===== src/rtl/qam_tx_frame_ctrl_pkg.sv =====
// ---------------------------------------------------------------------------
// qam_tx_pkg : shared state encoding and default frame constants
// Revision   : 1.0
// ---------------------------------------------------------------------------
`default_nettype none

package qam_tx_pkg;

  localparam int DEF_LEN_W = 12;
  localparam int DEF_PRE_BITS = 16;
  localparam logic [15:0] DEF_PRE_PAT = 16'hA5F0;

  typedef enum logic [2:0] {
    S_IDLE  = 3'd0,
    S_PRE   = 3'd1,
    S_PAY   = 3'd2,
    S_PAD   = 3'd3,
    S_DRAIN = 3'd4
  } state_t;

endpackage

`default_nettype wire


===== src/rtl/qam_tx_frame_ctrl.sv =====
// ---------------------------------------------------------------------------
// qam_tx_frame_ctrl : preamble/payload/pad sequencer feeding a 1-to-2 bit SPC
// Revision          : 1.0
// ---------------------------------------------------------------------------
`default_nettype none

module qam_tx_frame_ctrl
  import qam_tx_pkg::*;
#(
  parameter int                  LEN_W    = DEF_LEN_W,
  parameter int                  PRE_BITS = DEF_PRE_BITS,
  parameter logic [PRE_BITS-1:0] PRE_PAT  = DEF_PRE_PAT
) (
  input  logic             clk,
  input  logic             rst,
  input  logic             start,
  input  logic [LEN_W-1:0] frame_len,
  input  logic             bit_valid,
  input  logic             bit_in,
  output logic             bit_ready,
  output logic             spc_en,
  output logic             spc_din,
  output logic             sym_valid,
  input  logic             sym_ready,
  output logic             busy,
  output logic             done
);

  localparam int IDX_W = $clog2(PRE_BITS);
  localparam logic [IDX_W-1:0] IDX_TOP = IDX_W'(PRE_BITS - 1);

  state_t             state;
  state_t             state_nxt;
  logic               phase;
  logic               inflight_ph;
  logic [IDX_W-1:0]   pre_idx;
  logic [LEN_W-1:0]   pay_cnt;
  logic [LEN_W-1:0]   len_q;
  logic               may_issue;
  logic               issue;
  logic               issue_bit;

  // A second bit may never land while the previous pair is still unaccepted,
  // nor while a pair-completing bit is still travelling into the SPC.
  assign may_issue = phase | ((~sym_valid | sym_ready) & ~(spc_en & inflight_ph));
  assign busy      = (state != S_IDLE);

  always_comb begin
    state_nxt = state;
    issue     = 1'b0;
    issue_bit = 1'b0;
    done      = 1'b0;
    bit_ready = (state == S_PAY) & may_issue & (pay_cnt < len_q);
    case (state)
      S_IDLE: begin
        if (start) state_nxt = S_PRE;
      end
      S_PRE: begin
        issue     = may_issue;
        issue_bit = PRE_PAT[pre_idx];
        if (issue && (pre_idx == '0))
          state_nxt = (len_q == '0) ? S_DRAIN : S_PAY;
      end
      S_PAY: begin
        issue     = bit_valid & bit_ready;
        issue_bit = bit_in;
        // Last payload bit landing in phase 0 leaves an odd total: pad it.
        if (issue && ((pay_cnt + LEN_W'(1)) == len_q))
          state_nxt = phase ? S_DRAIN : S_PAD;
      end
      S_PAD: begin
        issue     = may_issue;
        issue_bit = 1'b0;
        if (issue) state_nxt = S_DRAIN;
      end
      S_DRAIN: begin
        if (!sym_valid && !spc_en) begin
          done      = 1'b1;
          state_nxt = S_IDLE;
        end
      end
      default: state_nxt = S_IDLE;
    endcase
  end

  always_ff @(posedge clk or negedge rst) begin
    if (!rst) begin
      state       <= S_IDLE;
      phase       <= 1'b0;
      inflight_ph <= 1'b0;
      pre_idx     <= '0;
      pay_cnt     <= '0;
      len_q       <= '0;
      spc_en      <= 1'b0;
      spc_din     <= 1'b0;
      sym_valid   <= 1'b0;
    end else begin
      state   <= state_nxt;
      spc_en  <= issue;
      spc_din <= issue & issue_bit;
      if (issue) begin
        inflight_ph <= phase;
        phase       <= ~phase;
      end
      if (spc_en && inflight_ph)
        sym_valid <= 1'b1;
      else if (sym_valid && sym_ready)
        sym_valid <= 1'b0;
      if (state == S_IDLE && start) begin
        len_q   <= frame_len;
        pre_idx <= IDX_TOP;
        pay_cnt <= '0;
      end
      if (state == S_PRE && issue && pre_idx != '0)
        pre_idx <= pre_idx - IDX_W'(1);
      if (state == S_PAY && issue)
        pay_cnt <= pay_cnt + LEN_W'(1);
    end
  end

endmodule

`default_nettype wire


===== config.mk =====
export PLATFORM = sky130hd
export DESIGN_NAME = qam_tx_frame_ctrl
export DESIGN_NICKNAME = d
export VERILOG_FILES = /design/src/rtl/qam_tx_frame_ctrl_pkg.sv /design/src/rtl/qam_tx_frame_ctrl.sv
export SDC_FILE = /design/constraint.sdc
export NUM_CORES = 1
export LEC_CHECK = 0
export ABC_CLOCK_PERIOD_IN_PS = 2350
export CAP_MARGIN = 20
export CORE_MARGIN = 2
export CORE_UTILIZATION = 60
export CTS_BUF_LIST = sky130_fd_sc_hd__clkbuf_8
export DETAILED_ROUTE_END_ITERATION = 7
export DONT_BUFFER_PORTS = 1
export PLACE_DENSITY = 0.81
export SETUP_SLACK_MARGIN = 0.02
export SLEW_MARGIN = 20
export SYNTH_ARGS = -nofsm -noshare
export SYNTH_HDL_FRONTEND = slang
export SYNTH_SLANG_ARGS = --single-unit

===== constraint.sdc =====
create_clock -name clk -period 2.35 [get_ports clk]
set_clock_uncertainty 0.1 [all_clocks]
set_input_delay 0.235 -clock clk [delete_from_list [all_inputs] [get_ports clk]]
set_output_delay 0.235 -clock clk [all_outputs]
set_load 0.01 [all_outputs]

==> impl_metrics.py <==
metrics = {
    "floorplan": {
        "dieArea_mm2": 0.00457,
        "io_pins": 24,
        "die_h_um": 67.6,
        "core-area_mm2": 0.00394,
        "die_x_um": 67.6,
        "rows": 23,
        "initial_core_util": 0.616,
    },
    "logic_synthesis": {
        "syn_area_per_cell_um2": 8.99,
        "yosysWarnings": 0,
        "synth-seq-area-share": 0.371,
        "synth-seq-cells": 36,
        "synthXorXnorAreaFrac": 0.0577,
        "synthesis.area_mm2": 0.00243,
        "synth_top_family_by_area": "simple AND/OR/NAND/NOR gates",
        "synth-edff-count": 0,
        "synth_compound_gate_area_share": 0.212,
        "synthSimpleGateAreaFrac": 0.220,
        "synthesis.nets": 302,
        "ys.flop_type": "dfrtp_1",
        "synth_mux_area_frac": 0.00825,
        "synthAdderAreaFrac": 0.0722,
        "synth.distinct_cells": 55,
        "synthArstFlopShare": 1.00,
        "syn_inst": 270,
    },
    "clock_network": {
        "clock_path_buffers": 2,
        "cts_tree": "built",
        "cts_buffers": 5,
        "htree_levels": 2,
        "clk_pin_slew_ns": 0.09,
        "clkLatencyLatePin_ns": 0.32,
        "cts_sinks": 36,
        "cts_root_buf": "clkbuf_8",
    },
    "min_path": {
        "min_path_type": "in -> reg",
        "min_from": "frame_len[5]",
    },
    "power": {
        "power.density_mw_per_mm2": 1220,
        "p_leak_nw": 1.60,
        "ir_drop_mv": 0.919,
        "total_power_mw": 4.24,
    },
    "placement": {
        "dp_hpwl_um": 4850,
        "io_buffer_count": 0,
        "gp_congestion": 0.896,
    },
    "sta": {
        "slew_viol_final": 0,
        "finalSetupViolCount": 20,
        "timing.final.ws_setup_ns": -0.207,
        "rsz0062_at_grt": "true",
        "period_minus_slack_ns": 2.56,
        "slew_headroom": 0.448,
        "max_slew.worst_pin.slew_ns": 0.821,
        "fmax_mhz": 391,
        "fin_crit_sh": 1.09,
        "hold_violations": 0,
    },
    "layout": {
        "fin_nets": 380,
        "n_antenna_cell": 0,
        "fin_util": 0.884,
        "area_growth_pct": 43.6,
        "drive_gt1_frac": 0.358,
        "final_cell_mix": "56 x buf_4, 31 x dfrtp_1, 28 x nand2_1",
        "final_common_cell": "buf_4",
    },
    "outcome": {
        "status": "finished with violations",
        "violations": "DRC, setup timing",
    },
    "grt": {
        "overflow": 0,
        "grtUsageTotal": 0.396,
        "grt_max_degree": 37,
        "grt_pass1_vias": 2648,
        "antenna_found_initial": 0,
        "grt_pass1_wl_um": 13000,
    },
    "worst_setup_path": {
        "rr_endpoint": "pay_cnt[10]$_DFFE_PN0P_",
        "cp-startpoint": "len_q[10]$_DFFE_PN0P_",
        "worstPathArrival_ns": 2.71,
        "cp-endpoint": "pay_cnt[10]$_DFFE_PN0P_",
        "startpoint_type": "flop",
        "r2r_cells": 8,
        "end_kind": "flop",
        "path_max_fanout": 6,
        "critPathKind": "reg -> reg",
        "reg2reg_from": "len_q[10]$_DFFE_PN0P_",
        "ff2ff_setup_slack_ns": -0.21,
        "critPathRequiredTime_ns": 2.50,
    },
    "drt": {
        "drcViolationCount": 7,
        "first_iter_violations": 667,
        "dr.pass1.iters": 8,
        "routedWlPerCell_um": 27.0,
        "wirelength_um": 10800,
        "vias": 2942,
        "ant_nets": 0,
        "post_drt_via_cell_ratio": 7.37,
    },
    "job": {
        "drv_cap": 0,
    },
}
## flip-flops by register name, summed over array words and instances (netlist names)
name         cells
phase            1
spc_en           1
pay_cnt         12
sym_valid        1
spc_din          1
len_q           12
state            3
pre_idx          4
inflight_ph      1
## through the flow
stage | hold slack, ns | instances | setup WS, ns | TNS, ns | cell area, um^2
2_1_floorplan | -0.161 | 270 | 0.0235 | 0 | 2430
3_3_place_gp | -0.159 | 359 | -0.0189 | -0.0328 | 2810
3_5_place_dp | -0.159 | 359 | -0.0910 | -0.394 | 2810
4_1_cts | 0.00532 | 391 | -0.0919 | -0.249 | 3230
5_1_grt | 0.00190 | 399 | -0.293 | -4.00 | 3490
6_report | 0.0180 | 399 | -0.207 | -2.61 | 3490
## report_power, final
| part | internal, mW | total, mW | switching, mW | leakage [nW] |
|---|---|---|---|---|
| logic | 1.18 | 2.66 | 1.48 | 1.11 |
| registers | 0.831 | 1.08 | 0.252 | 0.443 |
| clock network | 0.235 | 0.497 | 0.262 | 0.0510 |
| total | 2.25 | 4.24 | 1.99 | 1.60 |
## cell usage after synthesis (3+ instances only)
cell type	instances	share of area
inv_1	20	0.031
a21oi_1	6	0.012
a31oi_1	6	0.015
a21o_1	4	0.012
a21boi_0	3	0.0093
nand2_1	29	0.045
and3_1	3	0.0077
a22o_1	5	0.018
o21ai_1	3	0.0062
nor2_1	15	0.023
and4_1	5	0.018
nor2b_1	4	0.010
nor4_1	3	0.0077
clkbuf_1	5	0.0077
buf_2	4	0.0082
ha_1	14	0.072
o21ai_0	20	0.041
nand3_1	11	0.023
xor2_1	8	0.029
xnor2_1	8	0.029
nor3_1	10	0.021
dfrtp_1	36	0.37
nand2b_1	3	0.0077
or3_1	3	0.0077
## cells by family after synthesis
group	after synthesis
DFF	36
muxes	2
AOI/OAI and AO/OA	71
buffers and inverters	32
adders and majority gates	14
and+or+nand+nor	99
xor gates and xnor gates	16
## worst min path at each step
stage                                          to  slack, ns  cells past startpoint
after global placement     pay_cnt[2]$_DFFE_PN0P_      -0.16                      0
after global routing         len_q[5]$_DFFE_PN0P_      0.002                      2
after detailed placement   pay_cnt[4]$_DFFE_PN0P_      -0.16                      0
after CTS                    len_q[5]$_DFFE_PN0P_      0.005                      2
after floorplan           inflight_ph$_DFFE_PN0N_      -0.16                      0
final                        len_q[5]$_DFFE_PN0P_       0.02                      2
## area by class of cell
class	instances	area [um^2]
tap	50	62.6
multi-input combinational	202	1620
fill	134	457
timing repair buffer	83	726
clock buffer	6	82.6
clock inverter	2	10.0
sequential	36	907
inverter	20	75.1
## timing repair
action	in CTS	in global routing
buffers inserted	10	8
resized for setup	25	39
endpoints found under the hold margin	48	0
pin swaps	12	24
setup endpoints to repair	14	20
hold buffers	14	0
## metal layers
metal,up-vias,track usage,wire (um)
met3,131,0.103,1380
met1,1334,0.471,3690
met2,345,0.623,4620
met4,0,0.273,1080
li1,1132,-,-
met5,-,0,0
## worst max-delay path, stage by stage (launching register included)
cell and delay [ns]:
dfrtp_1 0.42, inv_2 0.09, ha_4 0.21, a21o_1 0.20, a2111oi_4 0.47, nand4b_4 0.18
or2_4 0.34, or3_1 0.37, o21ai_1 0.09
(Power assumes the default switching activity.)
